--- src/rtl/mips_pkg.sv ---
// Shared MIPS pipeline definitions: instruction/register field layout, reset and NOP
// constants, fetch-stage state encoding and small address helpers.
package mips_pkg;

  localparam int INSTR_W = 32;
  localparam int REG_W   = 5;

  localparam int RS_MSB = 25;
  localparam int RS_LSB = 21;
  localparam int RT_MSB = 20;
  localparam int RT_LSB = 16;

  localparam logic [INSTR_W-1:0] MIPS_RESET_PC  = 32'h0040_0000;
  localparam logic [INSTR_W-1:0] MIPS_NOP_INSTR = 32'h0000_0000;

  typedef enum logic [1:0] {
    FS_IDLE    = 2'd0,
    FS_FETCH   = 2'd1,
    FS_DISCARD = 2'd2,
    FS_FULL    = 2'd3
  } fetch_state_e;

  function automatic logic [INSTR_W-1:0] pc_plus4(input logic [INSTR_W-1:0] pc);
    return pc + 32'd4;
  endfunction

  function automatic logic [INSTR_W-1:0] align_pc(input logic [INSTR_W-1:0] pc);
    return {pc[INSTR_W-1:2], 2'b00};
  endfunction

endpackage

--- src/rtl/ifid_reg.sv ---
// Pipeline register between fetch and decode: load, flush-to-bubble or hold,
// with rs/rt fields exposed for the hazard unit.
module ifid_reg import mips_pkg::*; #(
  parameter logic [INSTR_W-1:0] NOP_INSTR = MIPS_NOP_INSTR
) (
  input  logic               clk,
  input  logic               rst_n,
  input  logic               load,
  input  logic               flush,
  input  logic [INSTR_W-1:0] in_instr,
  input  logic [INSTR_W-1:0] in_pc4,
  output logic               valid,
  output logic [INSTR_W-1:0] instr,
  output logic [INSTR_W-1:0] pc4,
  output logic [REG_W-1:0]   rs,
  output logic [REG_W-1:0]   rt
);

  logic               valid_q, valid_d;
  logic [INSTR_W-1:0] instr_q, instr_d;
  logic [INSTR_W-1:0] pc4_q, pc4_d;

  // Flush wins over load so a redirect always leaves a bubble behind.
  always_comb begin
    valid_d = valid_q;
    instr_d = instr_q;
    pc4_d   = pc4_q;
    if (flush) begin
      valid_d = 1'b0;
      instr_d = NOP_INSTR;
      pc4_d   = '0;
    end else if (load) begin
      valid_d = 1'b1;
      instr_d = in_instr;
      pc4_d   = in_pc4;
    end
  end

  always_ff @(posedge clk or negedge rst_n) begin
    if (!rst_n) begin
      valid_q <= 1'b0;
      instr_q <= NOP_INSTR;
      pc4_q   <= '0;
    end else begin
      valid_q <= valid_d;
      instr_q <= instr_d;
      pc4_q   <= pc4_d;
    end
  end

  assign valid = valid_q;
  assign instr = instr_q;
  assign pc4   = pc4_q;
  assign rs    = instr_q[RS_MSB:RS_LSB];
  assign rt    = instr_q[RT_MSB:RT_LSB];

endmodule

--- src/rtl/if_stage.sv ---
// MIPS instruction-fetch stage: PC, imem req/ack handshake, one-entry skid buffer, IF/ID.
// Define IF_PERF_CNT_EN to add fetch/bubble/flush performance counters.
module if_stage import mips_pkg::*; #(
  parameter logic [INSTR_W-1:0] RESET_PC  = MIPS_RESET_PC,
  parameter logic [INSTR_W-1:0] NOP_INSTR = MIPS_NOP_INSTR
) (
  input  logic               clk,
  input  logic               rst_n,
  input  logic               stall,
  input  logic               redirect,
  input  logic [INSTR_W-1:0] redirect_pc,
  output logic               imem_req,
  output logic [INSTR_W-1:0] imem_addr,
  input  logic               imem_ack,
  input  logic [INSTR_W-1:0] imem_rdata,
`ifdef IF_PERF_CNT_EN
  output logic [31:0]        perf_fetch_cnt,
  output logic [31:0]        perf_bubble_cnt,
  output logic [31:0]        perf_flush_cnt,
`endif
  output logic               ifid_valid,
  output logic [INSTR_W-1:0] ifid_instr,
  output logic [INSTR_W-1:0] ifid_pc4,
  output logic [REG_W-1:0]   ifid_rs,
  output logic [REG_W-1:0]   ifid_rt
);

  fetch_state_e       state_q, state_d;
  logic [INSTR_W-1:0] pc_q, pc_d;
  logic [INSTR_W-1:0] addr_q, addr_d;
  logic [INSTR_W-1:0] buf_instr_q, buf_instr_d;
  logic [INSTR_W-1:0] buf_pc4_q, buf_pc4_d;

  logic               ifid_load;
  logic               ifid_flush;
  logic [INSTR_W-1:0] ifid_instr_in;
  logic [INSTR_W-1:0] ifid_pc4_in;
  logic [INSTR_W-1:0] ack_pc4;

  assign ack_pc4   = pc_plus4(addr_q);
  assign imem_req  = (state_q == FS_FETCH) || (state_q == FS_DISCARD);
  assign imem_addr = addr_q;

  always_comb begin
    state_d       = state_q;
    pc_d          = pc_q;
    addr_d        = addr_q;
    buf_instr_d   = buf_instr_q;
    buf_pc4_d     = buf_pc4_q;
    ifid_load     = 1'b0;
    ifid_flush    = 1'b0;
    ifid_instr_in = imem_rdata;
    ifid_pc4_in   = ack_pc4;

    case (state_q)
      FS_IDLE: begin
        state_d    = FS_FETCH;
        ifid_flush = !stall;
      end
      FS_FETCH: begin
        if (imem_ack) begin
          pc_d = ack_pc4;
          // A stalled decode cannot take the word, so park it in the skid buffer.
          if (stall) begin
            buf_instr_d = imem_rdata;
            buf_pc4_d   = ack_pc4;
            state_d     = FS_FULL;
          end else begin
            ifid_load = 1'b1;
          end
        end else begin
          ifid_flush = !stall;
        end
      end
      FS_DISCARD: begin
        if (imem_ack) state_d = FS_FETCH;
        ifid_flush = !stall;
      end
      FS_FULL: begin
        if (!stall) begin
          ifid_load     = 1'b1;
          ifid_instr_in = buf_instr_q;
          ifid_pc4_in   = buf_pc4_q;
          state_d       = FS_FETCH;
        end
      end
      default: state_d = FS_IDLE;
    endcase

    // An outstanding request cannot be withdrawn, so its data is dropped in DISCARD.
    if (redirect) begin
      pc_d       = align_pc(redirect_pc);
      ifid_load  = 1'b0;
      ifid_flush = 1'b1;
      state_d    = (imem_req && !imem_ack) ? FS_DISCARD : FS_FETCH;
    end

    // The address register only moves when no request is pending on the bus.
    if (!imem_req || imem_ack) addr_d = pc_d;
  end

  always_ff @(posedge clk or negedge rst_n) begin
    if (!rst_n) begin
      state_q     <= FS_IDLE;
      pc_q        <= RESET_PC;
      addr_q      <= RESET_PC;
      buf_instr_q <= NOP_INSTR;
      buf_pc4_q   <= '0;
    end else begin
      state_q     <= state_d;
      pc_q        <= pc_d;
      addr_q      <= addr_d;
      buf_instr_q <= buf_instr_d;
      buf_pc4_q   <= buf_pc4_d;
    end
  end

  ifid_reg #(
    .NOP_INSTR (NOP_INSTR)
  ) u_ifid_reg (
    .clk      (clk),
    .rst_n    (rst_n),
    .load     (ifid_load),
    .flush    (ifid_flush),
    .in_instr (ifid_instr_in),
    .in_pc4   (ifid_pc4_in),
    .valid    (ifid_valid),
    .instr    (ifid_instr),
    .pc4      (ifid_pc4),
    .rs       (ifid_rs),
    .rt       (ifid_rt)
  );

`ifdef IF_PERF_CNT_EN
  logic [31:0] fetch_cnt_q, fetch_cnt_d;
  logic [31:0] bubble_cnt_q, bubble_cnt_d;
  logic [31:0] flush_cnt_q, flush_cnt_d;

  always_comb begin
    fetch_cnt_d  = fetch_cnt_q + {31'd0, ifid_load};
    bubble_cnt_d = bubble_cnt_q + {31'd0, ifid_flush && !stall && !redirect};
    flush_cnt_d  = flush_cnt_q + {31'd0, redirect};
  end

  always_ff @(posedge clk or negedge rst_n) begin
    if (!rst_n) begin
      fetch_cnt_q  <= '0;
      bubble_cnt_q <= '0;
      flush_cnt_q  <= '0;
    end else begin
      fetch_cnt_q  <= fetch_cnt_d;
      bubble_cnt_q <= bubble_cnt_d;
      flush_cnt_q  <= flush_cnt_d;
    end
  end

  assign perf_fetch_cnt  = fetch_cnt_q;
  assign perf_bubble_cnt = bubble_cnt_q;
  assign perf_flush_cnt  = flush_cnt_q;
`endif

endmodule

--- config.mk ---
export PLATFORM = sky130hd
export DESIGN_NAME = if_stage
export DESIGN_NICKNAME = d
export VERILOG_FILES = /design/src/rtl/mips_pkg.sv /design/src/rtl/ifid_reg.sv /design/src/rtl/if_stage.sv
export SDC_FILE = /design/constraint.sdc
export NUM_CORES = 1
export LEC_CHECK = 0
export ABC_AREA = 1
export CAP_MARGIN = 10
export CORE_ASPECT_RATIO = 0.6
export CORE_UTILIZATION = 50
export CTS_BUF_LIST = sky130_fd_sc_hd__clkbuf_16
export CTS_CLUSTER_SIZE = 28
export DETAILED_ROUTE_END_ITERATION = 10
export PLACE_DENSITY = 0.76
export SLEW_MARGIN = 20
export SYNTH_ARGS = -nofsm -noshare
export SYNTH_HDL_FRONTEND = slang
export SYNTH_SLANG_ARGS = --single-unit
--- constraint.sdc ---
create_clock -name clk -period 2.3 [get_ports clk]
set_input_delay 0.46 -clock clk [delete_from_list [all_inputs] [get_ports clk]]
set_output_delay 0.46 -clock clk [all_outputs]
set_load 0.05 [all_outputs]
After elaboration in Yosys (flattened, before gate mapping)
Index checks and enable logic that the tools add are counted.
{"block": "totals", "register_bits": 195, "input_bits": 69, "out_inout_bits": 108, "wordCells": 54}
{"block": "classes", "n_addsub": 1, "eq_ne": 7, "mux": 27, "n_reduce_logical": 11}
{"op": "$mux W32", "count": 11}
{"op": "$add A32 B3 Y32 const B", "count": 1}
{"op": "$mux W2", "count": 6}
{"op": "$ne A3 B3 Y1 const B", "count": 4}
{"op": "$pmux W2 S4", "count": 1}
{"op": "$mux W1", "count": 7}
{"op": "$eq A2 B2 Y1 const B", "count": 2}
{"op": "$pmux W1 S2", "count": 2}
{"op": "$reduce_and A4 Y1", "count": 1}
{"op": "$logic_not A1 Y1", "count": 3}
{"op": "$eq A2 B1 Y1 const B", "count": 1}
{"op": "$logic_not A2 Y1", "count": 1}
{"op": "$logic_or A1 B1 Y1", "count": 2}
{"op": "$reduce_and A2 Y1", "count": 1}
{"op": "$reduce_bool A2 Y1", "count": 1}
{"op": "$reduce_or A2 Y1", "count": 1}
{"op": "$logic_and A1 B1 Y1", "count": 1}

Logic depth before layout (Yosys ltp)
{"block": "depth", "depth_word": 6, "ltp_mapped": 14, "depth_no_buf": 12}

Hierarchy
A second synthesis with hierarchy kept.
{"block": "unflattened", "cells_unflattened": 1393, "hier_area_um2": 10271.1}
{"module": "if_stage", "instances": 1, "cells_each": 1103, "area_per_inst_um2": 7609.8, "seq_area_each_um2": 3255.6}
{"module": "ifid_reg", "instances": 1, "cells_each": 290, "area_per_inst_um2": 2661.3, "seq_area_each_um2": 1626.6}

Worst setup path before layout
No wires, ideal clock.
{"block": "synth_timing", "kind": "register to register", "startpoint": "register addr_q[2], in the netlist imem_addr[2]", "endpoint": "register u_ifid_reg.pc4_q[12], in the netlist u_ifid_reg.pc4[12]", "setup_ps": 118, "arrival_ps": 1925, "t_required_ps": 2182, "setup_slack_ps": 258, "path_stages_with_launch": 9, "path_buffers": 0, "synth_period_minus_slack_ps": 2042, "path_cell_list": "dfrtp_1 -> ha_1 -> nand2_1 -> nor2_4 -> nand3_2 -> xnor2_1 -> or2_2 -> nand3_1 -> nand2_1"}
{"block": "synth_between", "elab_chain_cells": 5}
{"item": "start: declaration", "line": "if_stage.sv:30", "text": "logic [INSTR_W-1:0] addr_q, addr_d;"}
{"item": "start signal: assignment", "line": "if_stage.sv:112", "text": "addr_q <= addr_d;"}
{"item": "$add A32 B3 Y32 *", "line": "mips_pkg.sv:24", "text": "return pc + 32'd4;"}
{"item": "$mux W32"}
{"item": "$mux W32 *", "line": "if_stage.sv:55", "text": "case (state_q)"}
{"item": "$mux W32 *", "line": "ifid_reg.sv:32", "text": "end else if (load) begin"}
{"item": "$mux W32 *", "line": "ifid_reg.sv:28", "text": "if (flush) begin"}
{"item": "end signal: assignment", "line": "ifid_reg.sv:47", "text": "pc4_q <= pc4_d;"}
{"item": "end: declaration", "line": "ifid_reg.sv:21", "text": "logic [INSTR_W-1:0] pc4_q, pc4_d;"}
Every way passes the cells marked *; elsewhere a longest branch is shown, timed or not. The select of a mux whose other input is x is not followed.
A chain may end at the register's enable or synchronous reset.

Final worst setup path
{"block": "layout_timing", "startpoint": "register addr_q[14], in the netlist imem_addr[14]", "endpoint": "output port imem_addr[14]"}
{"item": "end: declaration", "line": "if_stage.sv:13", "text": "output logic [INSTR_W-1:0] imem_addr,"}
No word-level cell between the ends.

==> results.cfg <==
[layout]
layout_common_cells = nand2_1, dfrtp_1, clkdlybuf4s50_1
fin_nets = 1566
num-fill-cells = 1691
n_antenna_cell = 0
drive_above_1_share = 0.0818
design_area_um2 = 12900
area_growth_pct = 26.4
layout_commonest_cell = nand2_1

[die]
die_w_um = 186
rows = 40
die_y_um = 113
ios = 177
start_util = 0.511
coreArea_um2 = 20000
design.die.area_um2 = 21000

[logic_synthesis]
synth_top_family_by_area = simple AND/OR/NAND/NOR gates
synth_mux_area_frac = 0.0334
synth.cell_area_um2 = 10200
synth_compound_area_frac = 0.107
ys_warn_count = 0
ys_seq_area_frac = 0.479
synth-xor-area-share = 0.00920
synth_top_cell_by_area = dfrtp_1
ys_ff_latch = 195
yosysTopAreaCellShare = 0.474
synthSimpleGateAreaFrac = 0.288
synth_top_cells_by_area = dfrtp_1, nand2_1, o21ai_0
ys_types = 33
synth_cells = 1344
synthAdderAreaFrac = 0.00736
avgSynthCellArea_um2 = 7.59
syn-num-nets = 1419

[critical_path]
path_class = register to primary output
path_cells = clkdlybuf4s50_1
worst_path_dominant_cell_family = buffers and inverters
crit_start = imem_addr[14]
r2r_cells = 11
crit_path_end_kind = primary output
crit_path_top_delay_cell = clkdlybuf4s50_1
critPathRequiredTime_ps = 1840
cpPeakStageDelay_ps = 860
reg2reg_from = state_q[1]
crit_arrival_ps = 1830
critPathMaxFanout = 6
rr_endpoint = imem_addr[18]
cp-start-kind = register
critical_path_depth = 1
reg2reg_slack_ps = 140
crit_path_end = imem_addr[14]
path_buf_inv = 1

[power_and_ir_drop]
ir_drop_mv = 1.02
intPower_mw = 9.71
p_sw_frac = 0.497
switching_power_mw = 9.59
pwr-share-seq = 0.309
power.share.clock = 0.162
power_density_nw_per_um2 = 1500
leakage_nw = 6.32
power_frac_comb = 0.529

[clock_tree]
cts_tree = done
cts.reportedPaths.clkPinSlew_ps = 80
clk-insertion-delay-late_ps = 450
cts_inserted_buffers = 17
cts_root_buf = clkbuf_16
clock_sinks = 195
h-tree-depth = 4
clockBufferDepth = 2

[timing]
setup_viol = 0
setup-tns-final_ps = 0
setup_ws_ps = 13.7
finClkSkew_ps = 14.5
hold_violations = 0
drv_slew = 0
whs_ps = 368
min_period_ps = 2290
rsz0062_at_grt = false
fmax_mhz = 437
worstMarginPinSlew_ps = 807
fin_crit_sh = 0.994
slew_headroom = 0.461

[drt]
viasPerCell = 5.34
drt_iter0_markers = 909
drtAntennaViolNets = 0
wl_per_cell_um = 16.2
postRouteWirelength_mm = 28.8
drc = 0
drtPass1Iterations = 5
vias = 9489

[place]
dp_hpwl_mm = 20.1
placed_area_um2 = 12300
place_congestion = 0.940
io_buffers = 174
preCtsSetupSlack_ps = 63.1

[global_routing]
grt_max_degree = 65
grt_pass1_wl_mm = 46.0
grt_use_total = 0.283
grt_pass1_vias = 8622
antenna_found_initial = 0
grt.overflow.total = 0

[status]
status = completed

[min_path]
worstHoldPathType = input pin to register

[run]
cap_violations = 0
## cell type report
cell class / count / area [um2] / share of cell area
Sequential cell: 195 / 4880 / 0.379
Inverter: 100 / 377 / 0.0292
Timing Repair Buffer: 207 / 2140 / 0.166
Multi-Input combinational cell: 970 / 4540 / 0.352
Clock buffer: 17 / 425 / 0.0330
Tap cell: 273 / 342 / 0.0265
Clock inverter: 15 / 185 / 0.0144
## stage by stage
step | utilization | power, mW | cells
floorplan | - | 12.6 | 1344
global placement | 0.613 | 15.9 | 1744
detailed placement | 0.613 | 16.1 | 1744
CTS | 0.644 | 19.2 | 1777
global route | 0.646 | 20.4 | 1777
finish | 0.646 | 19.3 | 1777
## routing by layer
layer	wire [um]	track usage	part of all wire	vias up
li1	-	-	-	4555
met1	13600	0.433	0.47	4464
met2	11800	0.397	0.41	446
met3	3160	0.0804	0.11	24
met4	202	0.0501	0.0070	0
met5	0	0	0	-
## power groups by stage
| stage | Sequential [mW] | Clock (mW) | Combinational [mW] |
|---|---|---|---|
| 4_1_cts | 5.93 | 3.14 | 10.2 |
| 6_report | 5.96 | 3.13 | 10.2 |
| 3_3_place_gp | 5.93 | 0 | 9.92 |
| 2_1_floorplan | 8.34 | 0 | 4.31 |
| 5_1_grt | 6.12 | 3.26 | 11.0 |
| 3_5_place_dp | 5.97 | 0 | 10.1 |
## synth_stat cells, drive strengths merged
master / instances
a21oi: 19
a31oi: 11
buf: 55
clkbuf: 24
dfrtp: 193
dfstp: 2
ha: 6
inv: 100
mux2i: 34
nand2: 515
nand3: 66
nand3b: 2
nand4: 2
nor2: 115
o211ai: 4
o21ai: 174
or2: 13
xnor2: 2
xor2: 7
## how the worst min path moves through the flow
stage                       end      from  depth (start not counted)
2_1_floorplan    buf_instr_q[0]     rst_n                          0
6_report       u_ifid_reg.valid  redirect                          4
3_3_place_gp     buf_instr_q[9]     rst_n                          1
3_5_place_dp     buf_instr_q[9]     rst_n                          1
5_1_grt        u_ifid_reg.valid  redirect                          4
4_1_cts        u_ifid_reg.valid  redirect                          4
## sequential cells by signal (all words and copies together) (netlist names)
name / count
u_ifid_reg.pc4: 32
buf_instr_q: 32
pc_q: 32
imem_addr: 32
state_q: 2
u_ifid_reg.instr: 32
buf_pc4_q: 32
u_ifid_reg.valid: 1
## what timing repair did
item,4_1_cts,5_1_grt
setup buffers,0,0
setup endpoints to repair,1,9
hold buffers,1,0
gates resized for setup,1,9
hold endpoints to repair,7,0
## kinds of logic after synthesis
logic type	Yosys count
flops	195
buf+inv	179
simple gates	713
fa+ha+maj	6
mux	34
compound gates	208
xor+xnor	9
No activity file was read; power rests on OpenSTA's default activity.
